<file path="src/rtl/ray_generator.sv">
// Raster ray generator: scans H_RES x V_RES pixels row-major and streams float32 ray directions over AXI-Stream.
// Define RAYGEN_CONTINUOUS_EN to keep rescanning frames back to back instead of stopping after one.
module ray_generator #(
  parameter int          H_RES   = 320,
  parameter int          V_RES   = 180,
  parameter logic [31:0] FOCAL_Z = 32'hC3A00000,
  parameter logic [1:0]  SELECT  = 2'b11
) (
  input  logic             aclk,
  input  logic             aresetn,
  input  logic             start,
  output logic             busy,
  output logic             frame_done,
  output logic [2:0][31:0] ray_axis_tdata,
  output logic [10:0]      hcount_axis_tdata,
  output logic [9:0]       vcount_axis_tdata,
  output logic [1:0]       select_objs,
  output logic             ray_axis_tvalid,
  input  logic             ray_axis_tready
);

`ifdef RAYGEN_CONTINUOUS_EN
  localparam bit CONTINUOUS = 1'b1;
`else
  localparam bit CONTINUOUS = 1'b0;
`endif

  typedef enum logic {IDLE, RUN} state_t;

  state_t             state;
  logic [10:0]        next_h;
  logic [9:0]         next_v;
  logic               pending;
  logic               handshake;
  logic               load;
  logic               last_load;
  logic               last_out;
  logic signed [23:0] x_val;
  logic signed [23:0] y_val;

  // Exact conversion for |v| < 2^24: the leading one becomes the hidden bit, no rounding required.
  function automatic logic [31:0] int_to_f32(input logic signed [23:0] v);
    logic [23:0] mag;
    logic [4:0]  msb;
    logic [22:0] mant;
    mag = v[23] ? 24'(-v) : 24'(v);
    msb = '0;
    for (int i = 0; i < 24; i++)
      if (mag[i]) msb = 5'(i);
    mant = 23'(mag << (5'd23 - msb));
    if (mag == '0) return 32'h0000_0000;
    return {v[23], 8'd127 + 8'(msb), mant};
  endfunction

  assign select_objs = SELECT;
  assign x_val       = 24'(next_h) - 24'(H_RES / 2);
  assign y_val       = 24'(V_RES / 2) - 24'(next_v);

  assign handshake = ray_axis_tvalid && ray_axis_tready;
  assign load      = (state == RUN) && pending && (!ray_axis_tvalid || ray_axis_tready);
  assign last_load = (next_h == 11'(H_RES - 1)) && (next_v == 10'(V_RES - 1));
  assign last_out  = handshake && (hcount_axis_tdata == 11'(H_RES - 1))
                               && (vcount_axis_tdata == 10'(V_RES - 1));

  always_ff @(posedge aclk) begin
    // NOTE: sequential state uses non-blocking assignments so every register samples pre-edge values.
    if (!aresetn) begin
      state             <= IDLE;
      next_h            <= '0;
      next_v            <= '0;
      pending           <= 1'b0;
      busy              <= 1'b0;
      frame_done        <= 1'b0;
      ray_axis_tvalid   <= 1'b0;
      ray_axis_tdata    <= '0;
      hcount_axis_tdata <= '0;
      vcount_axis_tdata <= '0;
    end else begin
      frame_done <= last_out;
      case (state)
        IDLE: begin
          if (start) begin
            state   <= RUN;
            busy    <= 1'b1;
            next_h  <= '0;
            next_v  <= '0;
            pending <= 1'b1;
          end
        end
        RUN: begin
          // Output stage refills whenever it is empty or being drained this edge.
          if (load) begin
            ray_axis_tdata    <= {FOCAL_Z, int_to_f32(y_val), int_to_f32(x_val)};
            hcount_axis_tdata <= next_h;
            vcount_axis_tdata <= next_v;
            ray_axis_tvalid   <= 1'b1;
            if (next_h == 11'(H_RES - 1)) begin
              next_h <= '0;
              next_v <= last_load ? 10'd0 : next_v + 10'd1;
            end else begin
              next_h <= next_h + 11'd1;
            end
            if (last_load && !CONTINUOUS) pending <= 1'b0;
          end else if (handshake) begin
            ray_axis_tvalid <= 1'b0;
          end
          if (last_out && !CONTINUOUS) begin
            state <= IDLE;
            busy  <= 1'b0;
          end
        end
        default: state <= IDLE;
      endcase
    end
  end

endmodule

</file>
<file path="config.mk">
export PLATFORM = sky130hd
export DESIGN_NAME = ray_generator
export DESIGN_NICKNAME = d
export VERILOG_FILES = /design/src/rtl/ray_generator.sv
export SDC_FILE = /design/constraint.sdc
export NUM_CORES = 1
export LEC_CHECK = 0
export BUFFER_PORTS_ARGS = -buffer_cell sky130_fd_sc_hd__buf_2
export CAP_MARGIN = 20
export CORE_UTILIZATION = 55
export CTS_CLUSTER_DIAMETER = 60
export DETAILED_ROUTE_END_ITERATION = 10
export PLACE_DENSITY = 0.87
export RECOVER_POWER = 50
export SLEW_MARGIN = 20
export SYNTH_ARGS = -nofsm -noshare
export SYNTH_HDL_FRONTEND = slang
export SYNTH_SLANG_ARGS = --single-unit
</file>
<file path="constraint.sdc">
create_clock -name aclk -period 8 [get_ports aclk]
set_input_delay 0.8 -clock aclk [delete_from_list [all_inputs] [get_ports aclk]]
set_output_delay 0.8 -clock aclk [all_outputs]
set_load 0.005 [all_outputs]
</file>
==> impl_metrics.tcl <==
set metrics [dict create \
    period_minus_slack_ns 4.75 \
    status "finished with violations" \
    final-seq-area_um2 2240 \
    hold_viol_final 0 \
    start_util_pct 56.6 \
    clk_pin_slew_ns 0.07 \
    grt_max_degree 66 \
    finalCritPeriodShare_pct 59.4 \
    ys_warn_count 0 \
    finalWorstSetupSlack_ns 3.25 \
    peakVddDrop_v 0.000162 \
    rows 41 \
    cp_max_fo 64 \
    die_w_um 116 \
    cts_tree "done" \
    finalNetCount 973 \
    violations "max-capacitance violations, max-slew violations" \
    leakagePower_nw 2.90 \
    fillers 1209 \
    r2r_setup_slack_ns 3.56 \
    multiInputGateArea_um2 4440 \
    grt_util_all_layers_pct 27.8 \
    synth_area_leaders "dfxtp_1, nand2_1, a21oi_1" \
    rsz0062_at_grt "no" \
    place_congestion 0.914 \
    overflow 0 \
    cts_resized 0 \
    tightest_slew_ns 2.90 \
    ant_nets 0 \
    setup_violations 0 \
    h-tree-depth 3 \
    post-place-ws_ns 3.77 \
    drtIter0Drc 662 \
    core_um2 12700 \
    grt_pass1_wl_mm 30.0 \
    power_density_nw_per_um2 145 \
    grt_pass1_vias 5973 \
    cts_hold_buf 0 \
    die-area_um2 13500 \
    dr.pass1.iters 7 \
    fin_setup_tns_ns 0 \
    die_h_um 116 \
    slew_violations 108 \
    viasPerCell 6.08 \
    syn-cell-area_um2 7170 \
    ys_ff_latch 112 \
    clock_path_buffers 2 \
    placed_area_um2 7490 \
    numCtsBuffers 9 \
    cts_sinks 112 \
    synth.distinct_cells 102 \
    routedWlPerCell_um 16.5 \
    min_path_type "reg2reg" \
    dp_hpwl_mm 13.3 \
    drive_above_1_share_pct 9.49 \
    syn_inst 911 \
    areaGrowthSynthToFinish_pct 6.94 \
    fmax_mhz 211 \
    num_vias 6873 \
    dominantRegCellSynth "dfxtp_1" \
    synth.avg_cell_area_um2 7.87 \
    insertedDiodeCount 0 \
    layout_common_cells "nand2_1, dfxtp_1, nor2_1, a21oi_1, clkbuf_1" \
    post_cts_buffers 0 \
    synth_top_area_share_pct 31.3 \
    slew_headroom_pct -93.6 \
    fin_skew_ns 0.00772 \
    drv_cap 2 \
    synthArstFlopShare_pct 0 \
    crit_type "in2reg" \
    io_pins 126 \
    cp.arrival_ns 5.00 \
    numPortBuffers 97 \
    fin_area_um2 7670 \
    clockRootBuffer "clkbuf_16" \
    synth_top_area_cell "dfxtp_1" \
    clkLatencyLatePin_ns 0.36 \
    end_kind "flop" \
    start_kind "input port" \
    ys_seq_area_share_pct 31.3 \
    grt_antenna_before_repair 0 \
    wirelength_mm 18.7 \
    critPathRequiredTime_ns 8.25 \
    whs_ns 0.451 \
    drc_errors 0 \
    layout_commonest_cell "nand2_1" \
    synth_edf_count 0 \
]
-- synth_stat cells, types with 7 or more instances --
master / instances
o211ai_1: 9
xor2_1: 16
nand3_1: 33
or3_1: 14
a21oi_1: 75
ha_1: 15
buf_4: 36
nor2_1: 82
clkbuf_1: 47
a211oi_1: 7
inv_1: 20
dfxtp_1: 112
nor4_1: 7
and2_1: 8
and3_1: 24
xnor2_1: 22
nand2_1: 118
nand4_1: 18
nor3_1: 13
o21ai_0: 28
a22oi_1: 13
a32oi_1: 8
o22ai_1: 7
a32o_1: 7
mux2i_1: 13
buf_2: 12
-- worst max-delay path, cell delays in order --
cell	delay, ns
clkbuf_1	0.67
clkinv_1	0.15
clkbuf_1	2.06
nor2_1	0.74
a221o_1	0.54
-- per-stage QoR --
stage	cells	utilization (%)	total power [W]
finish	1131	60.5	0.00111
CTS	1131	61.2	0.00112
floorplan	941	-	0.000685
detailed placement	1115	59.1	0.000706
global placement	1115	59.1	0.000704
global route	1131	60.5	0.00115
-- flip-flops by register name (all words and copies together), names as in the netlist --
signal	cells
ray_axis_tvalid	1
busy	1
vcount_axis_tdata	10
hcount_axis_tdata	11
ray_axis_tdata	65
frame_done	1
state	1
next_v	10
next_h	11
pending	1
-- final timing paths --
path,endpoint,startpoint,cells past startpoint
min reg2reg,ray_axis_tdata[18],ray_axis_tdata[18],2
max reg2reg,ray_axis_tdata[32],next_v[0],11
max,ray_axis_tdata[19],aresetn,5
min,ray_axis_tdata[18],ray_axis_tdata[18],2
-- layout make-up --
type / count / area share [%]
Clock buffer: 14 / 3.31
Multi-Input combinational cell: 709 / 57.9
Sequential cell: 112 / 29.2
Inverter: 22 / 1.08
Tap cell: 172 / 2.81
Clock inverter: 2 / 0.196
Timing Repair Buffer: 100 / 5.50
-- per-layer routing --
layer	part of all wire (%)	track usage (%)	up-vias	wire [um]
li1	-	-	3328	-
met1	46	37.8	3242	8500
met2	46	44.3	269	8550
met3	6.2	5.14	34	1150
met4	2.4	9.91	0	455
met5	0	0	-	0
-- power breakdown --
group / internal (W) / switching, W / leakage, nW / total [W]
combinational: 0.0000384 / 0.0000787 / 1.87 / 0.000117
sequential: 0.000566 / 0.0000120 / 0.905 / 0.000578
clock: 0.000221 / 0.000199 / 0.123 / 0.000420
-- kinds of logic after synthesis --
group / synth area share [%]
AOI/OAI and AO/OA: 24.6
adders and majority gates: 2.62
and+or+nand+nor: 25.1
xor gates and xnor gates: 5.48
DFF: 31.3
buffers and inverters: 8.58
other: 0.105
muxes: 2.28
(Power assumes the default switching activity.)
